==> config.mk <==
export PLATFORM = sky130hd
export DESIGN_NAME = frame_transmitter
export DESIGN_NICKNAME = d
export VERILOG_FILES = /design/src/rtl/frame_transmitter.sv
export SDC_FILE = /design/constraint.sdc
export NUM_CORES = 1
export LEC_CHECK = 0
export BUFFER_PORTS_ARGS = -buffer_cell sky130_fd_sc_hd__buf_2
export CAP_MARGIN = 20
export CORE_UTILIZATION = 34
export CTS_BUF_LIST = sky130_fd_sc_hd__clkbuf_4 sky130_fd_sc_hd__clkbuf_8 sky130_fd_sc_hd__clkbuf_16
export CTS_CLUSTER_SIZE = 40
export DETAILED_ROUTE_END_ITERATION = 7
export MAX_ROUTING_LAYER = met4
export PLACE_DENSITY = 0.5
export SYNTH_ARGS = -nofsm -noshare
export SYNTH_HDL_FRONTEND = slang
export SYNTH_SLANG_ARGS = --single-unit
==> constraint.sdc <==
create_clock -name clk -period 4.4 [get_ports clk]
set_clock_uncertainty 0.15 [all_clocks]
set_input_delay 0.44 -clock clk [delete_from_list [all_inputs] [get_ports clk]]
set_output_delay 0.44 -clock clk [all_outputs]
set_load 0.03 [all_outputs]
==> src/rtl/frame_transmitter.sv <==
`timescale 1ns/1ps
`default_nettype none
// ============================================================================
// Module      : frame_transmitter
// Description : Serial frame transmitter. Each frame is an uncoded sync word,
//               a rate-1/2 K=3 convolutionally coded payload (generators 7,5
//               octal) and a two-bit zero tail that flushes the encoder.
//               Every chip is held for BIT_PERIOD clocks on data_o.
//               Optional build macro: MANCHESTER_EN (Manchester line coding;
//               the default build without it drives NRZ).
// Revision    : 1.0 - initial release
// ============================================================================
module frame_transmitter #(
  parameter int                  SYNC_LEN     = 16,
  parameter logic [SYNC_LEN-1:0] SYNC_WORD    = 16'hA5C3,
  parameter int                  PAYLOAD_BITS = 32,
  parameter int                  BIT_PERIOD   = 4
) (
  input  logic clk,
  input  logic reset,
  input  logic data_i,
  input  logic valid_i,
  output logic ready_o,
  output logic data_o,
  output logic busy_o,
  output logic frame_done_o,
  output logic underrun_o
);

  // Chip index range covers the longest segment (sync, coded payload, tail).
  localparam int PAY_CHIPS = 2 * PAYLOAD_BITS;
  localparam int SEG_MAX_A = (SYNC_LEN > PAY_CHIPS) ? SYNC_LEN : PAY_CHIPS;
  localparam int IDX_MAX   = ((SEG_MAX_A > 4) ? SEG_MAX_A : 4) - 1;
  localparam int IDX_W     = $clog2(IDX_MAX + 1);
  localparam int CHIP_W    = $clog2(BIT_PERIOD);

  localparam logic [IDX_W-1:0]  SYNC_LAST  = IDX_W'(SYNC_LEN - 1);
  localparam logic [IDX_W-1:0]  PAY_LAST   = IDX_W'(PAY_CHIPS - 1);
  localparam logic [IDX_W-1:0]  TAIL_FETCH = IDX_W'(1);
  localparam logic [IDX_W-1:0]  TAIL_LAST  = IDX_W'(3);
  localparam logic [CHIP_W-1:0] CHIP_LAST  = CHIP_W'(BIT_PERIOD - 1);

  typedef enum logic [1:0] {
    S_IDLE    = 2'd0,
    S_SYNC    = 2'd1,
    S_PAYLOAD = 2'd2,
    S_TAIL    = 2'd3
  } state_t;

  state_t              state_q, state_d;
  logic [CHIP_W-1:0]   chip_q, chip_d;      // clock within the current chip
  logic [IDX_W-1:0]    idx_q, idx_d;        // chip index within the segment
  logic                s1_q, s1_d;          // encoder shift register
  logic                s2_q, s2_d;
  logic [1:0]          pair_q, pair_d;      // {g0, g1} of the bit being sent
  logic                underrun_q, underrun_d;

  logic                w_chip_last;
  logic                w_fetch;             // an encoder input bit is taken
  logic                w_fetch_u;           // value of that input bit
  logic                w_ready;
  logic                w_done;
  logic                w_chip;              // current chip value before line coding

  // State, counter and encoder registers; reset aborts any frame in flight.
  always_ff @(posedge clk or posedge reset) begin
    if (reset) begin
      state_q    <= S_IDLE;
      chip_q     <= '0;
      idx_q      <= '0;
      s1_q       <= 1'b0;
      s2_q       <= 1'b0;
      pair_q     <= 2'b00;
      underrun_q <= 1'b0;
    end else begin
      state_q    <= state_d;
      chip_q     <= chip_d;
      idx_q      <= idx_d;
      s1_q       <= s1_d;
      s2_q       <= s2_d;
      pair_q     <= pair_d;
      underrun_q <= underrun_d;
    end
  end

  // Next-state logic: chip timing, segment sequencing and payload fetch.
  always_comb begin
    state_d     = state_q;
    chip_d      = chip_q;
    idx_d       = idx_q;
    s1_d        = s1_q;
    s2_d        = s2_q;
    pair_d      = pair_q;
    underrun_d  = underrun_q;
    w_fetch     = 1'b0;
    w_fetch_u   = 1'b0;
    w_ready     = 1'b0;
    w_done      = 1'b0;
    w_chip_last = (chip_q == CHIP_LAST);

    case (state_q)
      S_IDLE: begin
        // A start request is not a payload bit; data_i is left alone here.
        if (valid_i) begin
          state_d    = S_SYNC;
          chip_d     = '0;
          idx_d      = '0;
          s1_d       = 1'b0;
          s2_d       = 1'b0;
          underrun_d = 1'b0;
        end
      end

      S_SYNC: begin
        if (w_chip_last) begin
          chip_d = '0;
          if (idx_q == SYNC_LAST) begin
            // Fetch payload bit 0 so its g0 chip follows without a gap.
            state_d   = S_PAYLOAD;
            idx_d     = '0;
            w_ready   = 1'b1;
            w_fetch   = 1'b1;
            w_fetch_u = valid_i & data_i;
            if (!valid_i) begin
              underrun_d = 1'b1;
            end
          end else begin
            idx_d = idx_q + IDX_W'(1);
          end
        end else begin
          chip_d = chip_q + CHIP_W'(1);
        end
      end

      S_PAYLOAD: begin
        if (w_chip_last) begin
          chip_d = '0;
          if (idx_q == PAY_LAST) begin
            // Last g1 chip done: first tail bit (a zero) enters the encoder.
            state_d   = S_TAIL;
            idx_d     = '0;
            w_fetch   = 1'b1;
            w_fetch_u = 1'b0;
          end else begin
            idx_d = idx_q + IDX_W'(1);
            if (idx_q[0]) begin
              // End of a g1 chip: take the next payload bit, never stall.
              w_ready   = 1'b1;
              w_fetch   = 1'b1;
              w_fetch_u = valid_i & data_i;
              if (!valid_i) begin
                underrun_d = 1'b1;
              end
            end
          end
        end else begin
          chip_d = chip_q + CHIP_W'(1);
        end
      end

      S_TAIL: begin
        if (w_chip_last) begin
          chip_d = '0;
          if (idx_q == TAIL_LAST) begin
            state_d = S_IDLE;
            idx_d   = '0;
            w_done  = 1'b1;
          end else begin
            idx_d = idx_q + IDX_W'(1);
            if (idx_q == TAIL_FETCH) begin
              w_fetch   = 1'b1;
              w_fetch_u = 1'b0;
            end
          end
        end else begin
          chip_d = chip_q + CHIP_W'(1);
        end
      end

      default: begin
        state_d = S_IDLE;
      end
    endcase

    // Encoder step: outputs use the pre-shift state, then shift in u.
    if (w_fetch) begin
      pair_d = {w_fetch_u ^ s1_q ^ s2_q, w_fetch_u ^ s2_q};
      s1_d   = w_fetch_u;
      s2_d   = s1_q;
    end
  end

  // Chip selection: sync bit MSB first, otherwise g0 on even and g1 on odd chips.
  always_comb begin
    w_chip = 1'b0;
    case (state_q)
      S_SYNC: begin
        for (int i = 0; i < SYNC_LEN; i++) begin
          if (idx_q == IDX_W'(i)) begin
            w_chip = SYNC_WORD[SYNC_LEN-1-i];
          end
        end
      end
      S_PAYLOAD, S_TAIL: begin
        w_chip = idx_q[0] ? pair_q[0] : pair_q[1];
      end
      default: begin
        w_chip = 1'b0;
      end
    endcase
  end

  assign busy_o       = (state_q != S_IDLE);
  assign ready_o      = w_ready;
  assign frame_done_o = w_done;
  assign underrun_o   = underrun_q;

`ifdef MANCHESTER_EN
  // First half of each chip carries the chip, second half its complement.
  localparam logic [CHIP_W-1:0] CHIP_HALF = CHIP_W'(BIT_PERIOD / 2);
  assign data_o = busy_o & (w_chip ^ (chip_q >= CHIP_HALF));
`else
  // NRZ: chip held for the whole period; w_chip is already 0 in IDLE.
  assign data_o = w_chip;
`endif

endmodule
`default_nettype wire

# Yosys cells after proc, flatten, opt, wreduce, memory -nomap -nowiden
# Index checks and enable logic that the tools add are counted.
dict set report totals {
  latch_bits 0
  mem_count 0
  rom_bits 0
  elab_cells 123
  inputBits 4
  regBits 15
  ram_bits 0
}
dict set report classes {
  muxes 69
  magnitude_cmp 0
  n_reduce_logical 12
  addsub 2
  multipliers 0
  n_eq_ne 29
  n_div 0
  n_shift 0
  bitwise_logic 4
}
# cell n
set ops {}
lappend ops {{$eq A6 B4 Y1 const B} 8}
lappend ops {{$mux W1} 45}
lappend ops {{$mux W6} 7}
lappend ops {{$eq A6 B3 Y1 const B} 4}
lappend ops {{$pmux W6 S4} 1}
lappend ops {{$mux W2} 9}
lappend ops {{$ne A2 B2 Y1 const B} 9}
lappend ops {{$reduce_and A7 Y1} 2}
lappend ops {{$eq A6 B2 Y1 const B} 2}
lappend ops {{$pmux W2 S4} 1}
lappend ops {{$add A6 B1 Y6 const B} 1}
lappend ops {{$eq A2 B2 Y1 const B} 3}
lappend ops {{$eq A6 B1 Y1 const B} 1}
lappend ops {{$eq A6 B6 Y1 const B} 1}
lappend ops {{$logic_not A6 Y1} 1}
lappend ops {{$pmux W1 S2} 3}
lappend ops {{$pmux W1 S3} 2}
lappend ops {{$reduce_bool A2 Y1} 3}
lappend ops {{$pmux W2 S2} 1}
lappend ops {{$reduce_and A4 Y1} 1}
lappend ops {{$reduce_bool A3 Y1} 1}
lappend ops {{$reduce_or A3 Y1} 1}
lappend ops {{$xor A1 B1 Y1} 3}
lappend ops {{$add A2 B1 Y2 const B} 1}
lappend ops {{5 further kinds} 5}

# Depth between registers and ports, before layout
dict set report depth {
  depth_word 18
  depth_mapped 8
}

# Worst setup path before layout
# No wires, ideal clock.
dict set report synth_path {
  kind {flip-flop to output port}
  from {register idx_q[0]}
  to {output port data_o}
  required_time_ns 3.810
  t_arrival_ns 1.977
  path_slack_ns 1.833
  stages_incl_launch_ff 7
  n_path_buf 1
  cell_sequence {dfrtp_1 > ha_1 > buf_6 > or4_1 > a21oi_1 > o211ai_1 > a21oi_1}
}
dict set report synth_between {
  elab_chain_len 18
  word_cells_on_any_way 34
  cone_classes {eq/ne (15); mux (18); reduce/logical (1)}
}
# item line
set synth_lines {}
lappend synth_lines {{from (decl)} 52} ;# logic [IDX_W-1:0] idx_q, idx_d;
lappend synth_lines {{from (signal assigned)} 78} ;# idx_q <= idx_d;
lappend synth_lines {{$logic_not A6 Y1} 199} ;# if (idx_q == IDX_W'(i)) begin
lappend synth_lines {{$mux W1 (16 in series)} 199}
lappend synth_lines {{$pmux W1 S2 (*)} 196} ;# case (state_q)
lappend synth_lines {{to (decl)} 24} ;# output logic data_o,
# Mark *: on every way between the ends. The rest lies on a longest branch, timed or not.

# Final worst setup path
# Ends and elaborated chain as after synthesis.

==> flow_summary.json <==
{
  "setup_viol": 0,
  "fin_nets": 157,
  "power.density_mw_per_mm2": 576.3,
  "clockBufferDepth": 2,
  "synth_area_leader_cell": "dfrtp_1",
  "grt_pass1_wl_mm": 4.326,
  "drc": 0,
  "seq_power_share_pct": 28.5,
  "tritoncts.num_buffers": 3,
  "worstMarginPinSlew_ns": 0.8319,
  "yosysUniqueCellTypes": 40,
  "synth_top_area_share_pct": 31.78,
  "via_count": 992,
  "dp_hpwl_mm": 2.001,
  "hold_slack_ns": 0.02606,
  "comb_power_share_pct": 59.1,
  "syn2layout_area_growth_pct": 7.416,
  "reg2reg_slack_ns": 1.58,
  "synth_flop_cell": "dfrtp_1",
  "ys_seq_area_share_pct": 31.78,
  "coreArea_mm2": 0.003337,
  "min_path_type": "primary input to asynchronous set/reset pin",
  "layout-drive-gt1-share_pct": 13.29,
  "ant_nets": 0,
  "num_io_pins": 9,
  "clk_pin_slew_ns": 0.12,
  "p_leak_nw": 0.5511,
  "grt_pass1_vias": 910,
  "cts_tree": "yes",
  "worstSkewPairLatency_ns": 0.31,
  "synth_simple_gate_area_share_pct": 22.14,
  "drt_first_iter_violations": 37,
  "min_period_over_period_pct": 65.25,
  "cts_hold_buf": 0,
  "cap_violations": 0,
  "ctsResizeCount": 0,
  "synthArstFlopShare_pct": 100.0,
  "end_kind": "output pin",
  "avgRoutedWirePerCell_um": 14.31,
  "drtPass1Iterations": 4,
  "status": "completed",
  "required_ns": 3.81,
  "rsz0062_at_grt": "false",
  "initial_core_util_pct": 35.40,
  "grt_max_degree": 16,
  "final.setup.tns_ns": 0,
  "root_buffer": "clkbuf_4",
  "switching_power_uw": 374.1,
  "cts_setup_buffers": 0,
  "cts_sinks": 15,
  "worstSetupStartpoint": "idx_q[0]$_DFFE_PP0P_",
  "crit_type": "register to output pin",
  "crit_arrival_ns": 2.28,
  "n_antenna_cell": 0,
  "yosysWarnings": 0,
  "start_kind": "register",
  "vdd_drop_max_v": 0.0003841,
  "p_int_uw": 357.0,
  "muxShareOfSynthArea_pct": 6.356,
  "slew_headroom_pct": 44.54,
  "htreeDepth": 1,
  "overflow": 0,
  "die_x_um": 60.94,
  "power.share.clock_pct": 12.4,
  "timing.rr.start": "state_q[0]$_DFFE_PP0P_",
  "synthAdderAreaFrac_pct": 9.534,
  "grt_usage_pct": 16.66,
  "syn_inst": 137,
  "max_freq_mhz": 348.3,
  "gp_congestion": 0.8677,
  "via_per_inst": 5.249,
  "grt_antenna_before_repair": 0,
  "synth_xor_area_share_pct": 2.225,
  "synth-compound-area-share_pct": 20.97,
  "finalHoldViolations": 0,
  "ys_ff_latch": 15,
  "slew_viol_final": 0,
  "synth_top_family_by_area": "simple AND/OR/NAND/NOR gates",
  "synth_edf_count": 0,
  "syn_area_mm2": 0.001181,
  "drt-total-wl_mm": 2.704,
  "synth_fp_nets": 150,
  "rows": 21,
  "die_area_mm2": 0.003714,
  "numPortBuffers": 8,
  "swShare_pct": 51.17,
  "synth_area_leaders": "dfrtp_1, ha_1, nand2_1",
  "cp_max_fo": 10,
  "period_needed_ns": 2.871,
  "synth.avg_cell_area_um2": 8.621,
  "die_h_um": 60.94
}
worst max-delay path, stage by stage (launching register included):
cell and delay (ns):
dfrtp_1 0.52, ha_1 0.37, or4_1 0.51, a21oi_1 0.14
o211ai_1 0.10, a21oi_1 0.13, buf_2 0.21
Yosys cell counts, types with 2 or more instances:
master and number:
o41ai_1 2, clkbuf_1 4, inv_1 11, a31oi_1 3
nand2b_1 2, nor2_1 7, nand3_1 6, a21oi_1 9
nor4_2 2, o31ai_1 2, o211ai_1 3, dfrtp_1 15
o21ai_1 7, o21ai_0 5, nand2_1 15, xnor2_1 2
nor3_1 5, mux2_1 3, ha_1 9, buf_6 2
a22o_1 2, mux2i_1 3
stage by stage:
step	utilization (%)	worst slack (ns)	total power [mW]	cell area, um2	instances
CTS	38.02	1.508	0.7300	1269	189
detailed placement	37.20	1.614	0.6394	1241	185
global placement	37.20	1.711	0.6346	1241	185
finish	38.02	1.529	0.7311	1269	189
global route	38.02	1.283	0.8024	1269	189
floorplan	-	1.833	0.5471	1181	137
power by group through the flow:
stage	clock network, mW	registers, mW	logic, mW
floorplan	0	0.206	0.341
global placement	0	0.209	0.425
detailed placement	0	0.211	0.428
CTS	0.0908	0.209	0.430
global route	0.0984	0.215	0.489
finish	0.0905	0.208	0.432
state kept, by name, indices dropped and copies added (netlist names):
register,cells
pair_q,2
s1_q,1
underrun_o,1
s2_q,1
chip_q,2
state_q,2
idx_q,6
logic make-up (layout without fill, tap and decap cells):
group / after synthesis / count (layout)
multiplexers: 7 / 7
adder cells (fa/ha/maj): 9 / 9
flip-flops: 15 / 15
buffers and inverters: 18 / 24
XOR/XNOR: 3 / 3
AO/OA/AOI/OAI: 37 / 37
AND/OR/NAND/NOR: 48 / 48
placed cells by master (no fill, tap or decap), drive strengths merged:
master | synthesis | final
a21o | 1 | 1
a21oi | 9 | 9
a22o | 2 | 2
a31oi | 3 | 3
a32o | 1 | 1
and3 | 2 | 2
and4b | 1 | 1
buf | 2 | 8
clkbuf | 4 | 3
clkinv | 1 | 2
dfrtp | 15 | 15
ha | 9 | 9
inv | 11 | 11
mux2 | 4 | 4
mux2i | 3 | 3
nand2 | 15 | 15
nand2b | 2 | 2
nand3 | 6 | 6
nand4 | 1 | 1
nor2 | 8 | 8
nor3 | 5 | 5
nor3b | 1 | 1
nor4 | 3 | 3
o211ai | 3 | 3
o21ai | 12 | 12
o22ai | 1 | 1
o31ai | 2 | 2
o41ai | 3 | 3
or2 | 1 | 1
or3 | 1 | 1
or3b | 1 | 1
or4 | 1 | 1
xnor2 | 2 | 2
xor2 | 1 | 1
final cells by class:
| type | count | area (um2) |
|---|---|---|
| fillers | 375 | 2068 |
| clock inverters | 1 | 5.005 |
| multi-input cells | 104 | 723.2 |
| repair buffers | 8 | 40.04 |
| well taps | 46 | 57.56 |
| flip-flops and latches | 15 | 375.4 |
| clock buffers | 3 | 22.52 |
| inverters | 12 | 45.04 |
layer usage:
metal	vias up	track usage (%)	routed length (um)
met5	-	-	0
met4	0	3.896	39
met3	4	4.904	129
met2	19	24.80	1212
met1	465	22.18	1323
li1	504	-	-
worst paths after layout:
| check | endpoint | cells after the start |
|---|---|---|
| worst max-delay path | data_o | 6 |
| worst min-delay path | chip_q[0]$_DFFE_PP0N_ | 2 |
| worst max register to register | state_q[1]$_DFFE_PP0P_ | 6 |
| worst min register to register | pair_q[0]$_DFFE_PP0P_ | 1 |
| max in group asynchronous | idx_q[0]$_DFFE_PP0P_ | 2 |
| min in group clk | underrun_o$_DFFE_PP0P_ | 4 |
Power figures use the tool's default switching activity.
